$ cat src/rtl/mii_uart_bridge.sv
// Multi-channel MII byte capture into per-channel FIFOs, drained round-robin into one uart_tx.
// Define MII_UART_HEX_EN to emit each byte as a 3-character record: channel tag, hex high, hex low.
module mii_uart_bridge #(
    parameter int CHANNELS   = 2,
    parameter int DEPTH_LOG2 = 7
) (
    input  logic                  clk,
    input  logic                  reset,
    input  logic [CHANNELS-1:0]   in_rdy,
    input  logic [8*CHANNELS-1:0] in_q,
    input  logic                  tx_active,
    output logic                  tx_dv,
    output logic [7:0]            tx_byte,
    output logic [CHANNELS-1:0]   ovf,
    output logic                  busy
);
    localparam int CW    = (CHANNELS > 1) ? $clog2(CHANNELS) : 1;
    localparam int DEPTH = 2 ** DEPTH_LOG2;

    typedef enum logic [2:0] {IDLE, LOAD, SEND, WAIT_HI, WAIT_LO} state_t;

    state_t               state;
    logic [CW-1:0]        grant;
    logic [CW-1:0]        last_grant;
    logic [CW-1:0]        next_grant;
    logic                 grant_ok;

    logic [CHANNELS-1:0]  s1, s2, s3;
    logic [CHANNELS-1:0]  wr;
    logic [CHANNELS-1:0]  empty;
    logic [CHANNELS-1:0]  full;
    logic [DEPTH_LOG2:0]  wp [CHANNELS];
    logic [DEPTH_LOG2:0]  rp [CHANNELS];
    logic [7:0]           mem [CHANNELS][DEPTH];
    logic [7:0]           rd_data;

`ifdef MII_UART_HEX_EN
    logic [7:0]           rec_byte;
    logic [1:0]           char_idx;

    function automatic logic [7:0] hex_digit(input logic [3:0] n);
        return (n < 4'd10) ? (8'h30 + {4'h0, n}) : (8'h37 + {4'h0, n});
    endfunction
`endif

    // One write per rising edge of the synchronised ready level.
    assign wr = s2 & ~s3;

    always_ff @(posedge clk) begin
        if (reset) begin
            s1 <= '0;
            s2 <= '0;
            s3 <= '0;
        end else begin
            s1 <= in_rdy;
            s2 <= s1;
            s3 <= s2;
        end
    end

    always_comb begin
        for (int unsigned c = 0; c < CHANNELS; c++) begin
            empty[c] = (wp[c] == rp[c]);
            full[c]  = (wp[c][DEPTH_LOG2] != rp[c][DEPTH_LOG2]) &&
                       (wp[c][DEPTH_LOG2-1:0] == rp[c][DEPTH_LOG2-1:0]);
        end
    end

    // Full is from registered pointers, so a same-cycle pop never rescues a write.
    always_ff @(posedge clk) begin
        if (reset) begin
            for (int unsigned c = 0; c < CHANNELS; c++) begin
                wp[c] <= '0;
                rp[c] <= '0;
            end
            ovf <= '0;
        end else begin
            for (int unsigned c = 0; c < CHANNELS; c++) begin
                if (wr[c]) begin
                    if (full[c])
                        ovf[c] <= 1'b1;
                    else
                        wp[c] <= wp[c] + 1'b1;
                end
                if (state == LOAD && grant == CW'(c))
                    rp[c] <= rp[c] + 1'b1;
            end
        end
    end

    always_ff @(posedge clk) begin
        for (int unsigned c = 0; c < CHANNELS; c++) begin
            if (wr[c] && !full[c])
                mem[c][wp[c][DEPTH_LOG2-1:0]] <= in_q[8*c +: 8];
        end
    end

    assign rd_data = mem[grant][rp[grant][DEPTH_LOG2-1:0]];

    always_comb begin
        grant_ok   = 1'b0;
        next_grant = '0;
        for (int unsigned i = 1; i <= CHANNELS; i++) begin
            int unsigned k;
            k = (32'(last_grant) + i) % CHANNELS;
            if (!grant_ok && !empty[k]) begin
                grant_ok   = 1'b1;
                next_grant = CW'(k);
            end
        end
    end

    always_ff @(posedge clk) begin
        if (reset) begin
            state      <= IDLE;
            grant      <= '0;
            last_grant <= CW'(CHANNELS - 1);
            tx_dv      <= 1'b0;
            tx_byte    <= '0;
`ifdef MII_UART_HEX_EN
            rec_byte   <= '0;
            char_idx   <= '0;
`endif
        end else begin
            case (state)
                IDLE: begin
                    if (!tx_active && grant_ok) begin
                        grant      <= next_grant;
                        last_grant <= next_grant;
                        state      <= LOAD;
                    end
                end
                LOAD: begin
`ifdef MII_UART_HEX_EN
                    tx_byte  <= 8'h30 + 8'(grant);
                    rec_byte <= rd_data;
                    char_idx <= 2'd1;
`else
                    tx_byte  <= rd_data;
`endif
                    tx_dv    <= 1'b1;
                    state    <= SEND;
                end
                SEND: begin
                    tx_dv <= 1'b0;
                    state <= WAIT_HI;
                end
                WAIT_HI: begin
                    if (tx_active)
                        state <= WAIT_LO;
                end
                WAIT_LO: begin
                    if (!tx_active) begin
`ifdef MII_UART_HEX_EN
                        if (char_idx == 2'd1) begin
                            tx_byte  <= hex_digit(rec_byte[7:4]);
                            tx_dv    <= 1'b1;
                            char_idx <= 2'd2;
                            state    <= SEND;
                        end else if (char_idx == 2'd2) begin
                            tx_byte  <= hex_digit(rec_byte[3:0]);
                            tx_dv    <= 1'b1;
                            char_idx <= 2'd3;
                            state    <= SEND;
                        end else begin
                            state <= IDLE;
                        end
`else
                        state <= IDLE;
`endif
                    end
                end
                default: state <= IDLE;
            endcase
        end
    end

    assign busy = (state != IDLE) || (|(~empty));

endmodule

$ cat config.mk
export PLATFORM = sky130hd
export DESIGN_NAME = mii_uart_bridge
export DESIGN_NICKNAME = d
export VERILOG_FILES = /design/src/rtl/mii_uart_bridge.sv
export SDC_FILE = /design/constraint.sdc
export NUM_CORES = 2
export LEC_CHECK = 0
export ABC_AREA = 1
export CAP_MARGIN = 20
export CORE_MARGIN = 3
export CORE_UTILIZATION = 35
export DETAILED_ROUTE_END_ITERATION = 6
export DONT_BUFFER_PORTS = 1
export PLACE_DENSITY_LB_ADDON = 0.1
export SYNTH_ARGS = -nofsm -noshare
export SYNTH_HDL_FRONTEND = slang
export SYNTH_SLANG_ARGS = --single-unit
$ cat constraint.sdc
create_clock -name clk -period 5.55 [get_ports clk]
set_clock_uncertainty 0.1 [all_clocks]
set_input_delay 0.8325 -clock clk [delete_from_list [all_inputs] [get_ports clk]]
set_output_delay 0.8325 -clock clk [all_outputs]
set_load 0.02 [all_outputs]
==> results.sh <==
export IMPL_drt_vias_per_instance=5.44
export IMPL_drc_errors=0
export IMPL_worst_setup_path_start_kind="flop"
export IMPL_dp_slack_ns=1.25
export IMPL_tns_ns=0
export IMPL_hp_start="in_q[0]"
export IMPL_hp_class="in -> reg"
export IMPL_antenna_found_initial=14
export IMPL_die_area_um2=252000
export IMPL_rsz0062_at_grt="false"
export IMPL_setup_viol=0
export IMPL_final_max_slew_viol_count=0
export IMPL_overflow=0
export IMPL_synth_edff_count=2080
export IMPL_core_um2=244000
export IMPL_path_max_fanout=69
export IMPL_synthFlopType="edfxtp_1"
export IMPL_cts_buffers=231
export IMPL_clock_latency_ns=0.90
export IMPL_yosysUniqueCellTypes=28
export IMPL_top_level_ports=33
export IMPL_port_buffers=0
export IMPL_max_freq_mhz=232
export IMPL_htreeDepth=4
export IMPL_grt_pass1_wl_mm=436
export IMPL_cp_data_required_time_ns=6.21
export IMPL_num_vias=58200
export IMPL_wl_per_cell_um=29.1
export IMPL_worstSetupPathType="reg -> reg"
export IMPL_grt_max_degree=190
export IMPL_fin_crit_ns=4.32
export IMPL_p_leak_nw=33.3
export IMPL_final_common_cell="nand2_1"
export IMPL_fin_crit_sh_pct=77.8
export IMPL_drive_gt1_share_pct=5.97
export IMPL_wirelength_mm=311
export IMPL_place_hpwl_mm=155
export IMPL_row_count=181
export IMPL_postSynthNetCount=7444
export IMPL_synth_warnings=0
export IMPL_fin_ws_ns=1.23
export IMPL_avgSynthCellArea_um2=11.6
export IMPL_syn_inst=7419
export IMPL_cts_sinks=2103
export IMPL_max_cap_viol_count=0
export IMPL_worstPathArrival_ns=4.98
export IMPL_dr_pass1_iters=6
export IMPL_drtIter0Drc=6480
export IMPL_start_util_pct=35.3
export IMPL_hold_viol=0
export IMPL_syn_to_final_growth_pct=12.3
export IMPL_synth_seq_cells=2103
export IMPL_hold_ws_ns=0.0936
export IMPL_powerDensity_nw_per_um2=386
export IMPL_grtUsageTotal_pct=24.2
export IMPL_crit_path_end_kind="flop"
export IMPL_ant_nets=0
export IMPL_cts_tree="built"
export IMPL_place_congestion=0.814
export IMPL_status="complete, no violations"
export IMPL_final_cell_mix="2,484 x nand2_1, 2,080 x edfxtp_1, 1,878 x nand3_1, 311 x nor2_1, 232 x clkbuf_16"
export IMPL_yosysSeqAreaShare_pct=73.1
export IMPL_cts_root_buf="clkbuf_16"
export IMPL_grt_pass1_vias=56700
export IMPL_netlist_area_um2=86100
export IMPL_worst_pin_slew_ns=1.33
export IMPL_clk_pin_slew_worst_paths_ns=0.06
export IMPL_vdd_drop_max_uv=303
export IMPL_die_h_um=502
export IMPL_die_w_um=502
export IMPL_async_flop_share_pct=0
export IMPL_slew_headroom_pct=11.7
export IMPL_clockBufferDepth=3
export IMPL_layout_nets=7338
path summary, 6_finish.rpt:
| check | cells past startpoint | slack (ns) | endpoint |
|---|---|---|---|
| min | 0 | 0.09 | mem[0][136] |
| max | 13 | 1.23 | tx_byte[4] |
| max reg2reg | 13 | 1.23 | tx_byte[4] |
| min reg2reg | 2 | 0.32 | s2[1] |
layer usage:
layer,track usage [%],vias up,routed length (um)
met5,0,-,0
met1,34.2,29700,137000
li1,-,25900,-
met3,3.81,404,20100
met4,6.99,0,8030
met2,38.6,2165,146000
layout make-up:
| class | instances | area, um^2 |
|---|---|---|
| clock buffers | 285 | 6010 |
| clock inverters | 135 | 1110 |
| diodes | 4 | 10.0 |
| multi-input cells | 4779 | 20600 |
| inverters | 67 | 272 |
| flip-flops and latches | 2103 | 62900 |
| well taps | 3202 | 4010 |
| repair buffers | 131 | 1690 |
| fillers | 23300 | 147000 |
flip-flops by register name, summed over array words and instances (netlist names), named ones only:
register	flops
mem	2048
rp	16
wp	16
tx_byte	8
state	3
ovf	2
s1	2
s2	2
s3	2
grant	1
last_grant	1
tx_dv	1
logic make-up (layout without fill, tap and decap cells):
family | count (synthesis) | after routing | synth area share (%)
xor+xnor | 17 | 17 | 0.173
flops | 2103 | 2103 | 73.1
simple gates | 4716 | 4716 | 23.4
compound gates | 42 | 42 | 0.285
buf+inv | 537 | 618 | 3.02
fa+ha+maj | 4 | 4 | 0.0581
other cells | 0 | 4 | 0
stage by stage:
step	util [%]	total power, mW	cell area [um^2]	std cells
2_1_floorplan	-	20.7	86100	7419
3_3_place_gp	36.5	22.7	88900	10300
3_5_place_dp	36.5	22.6	89000	10300
4_1_cts	39.6	37.5	96600	10700
5_1_grt	39.6	38.5	96700	10700
6_report	39.6	37.4	96700	10700
synth_stat cells, drive strengths merged, types with 4 or more instances:
master  instances  area [um^2]
a21oi          17         85.1
buf           390         2050
clkbuf         80          300
dfxtp          23          460
edfxtp       2080        62500
ha              4         50.1
inv            66          248
nand2        2488         9340
nand3        1878         9400
nand4          18          113
nor2          312         1170
nor3           17         85.1
o21ai          18          105
xor2           16          140
power breakdown:
part	switching [mW]	internal, mW	leakage (nW)	total (mW)
clock network	6.49	8.33	3.48	14.8
logic	3.74	1.20	10.9	4.94
registers	0.0913	17.5	18.9	17.6
total	10.3	27.0	33.3	37.4
worst max-delay path, stage by stage, from the launching register on:
cell and delay (ns):
dfxtp_4 0.46, inv_8 0.44, nand2_1 0.18, nand2_4 0.71, buf_4 0.58, nand3_1 0.27
nand3_1 0.15, nand3_1 0.13, nand3_1 0.13, nand3_1 0.41, nand3_1 0.24, nand3_1 0.11
nand3_1 0.10, a21oi_1 0.06
repair_timing:
action	in CTS	in global routing
buffers inserted	0	0
hold endpoints to repair	562	30
hold buffers	22	6
gates resized for setup	0	0
Power figures use the tool's default switching activity.
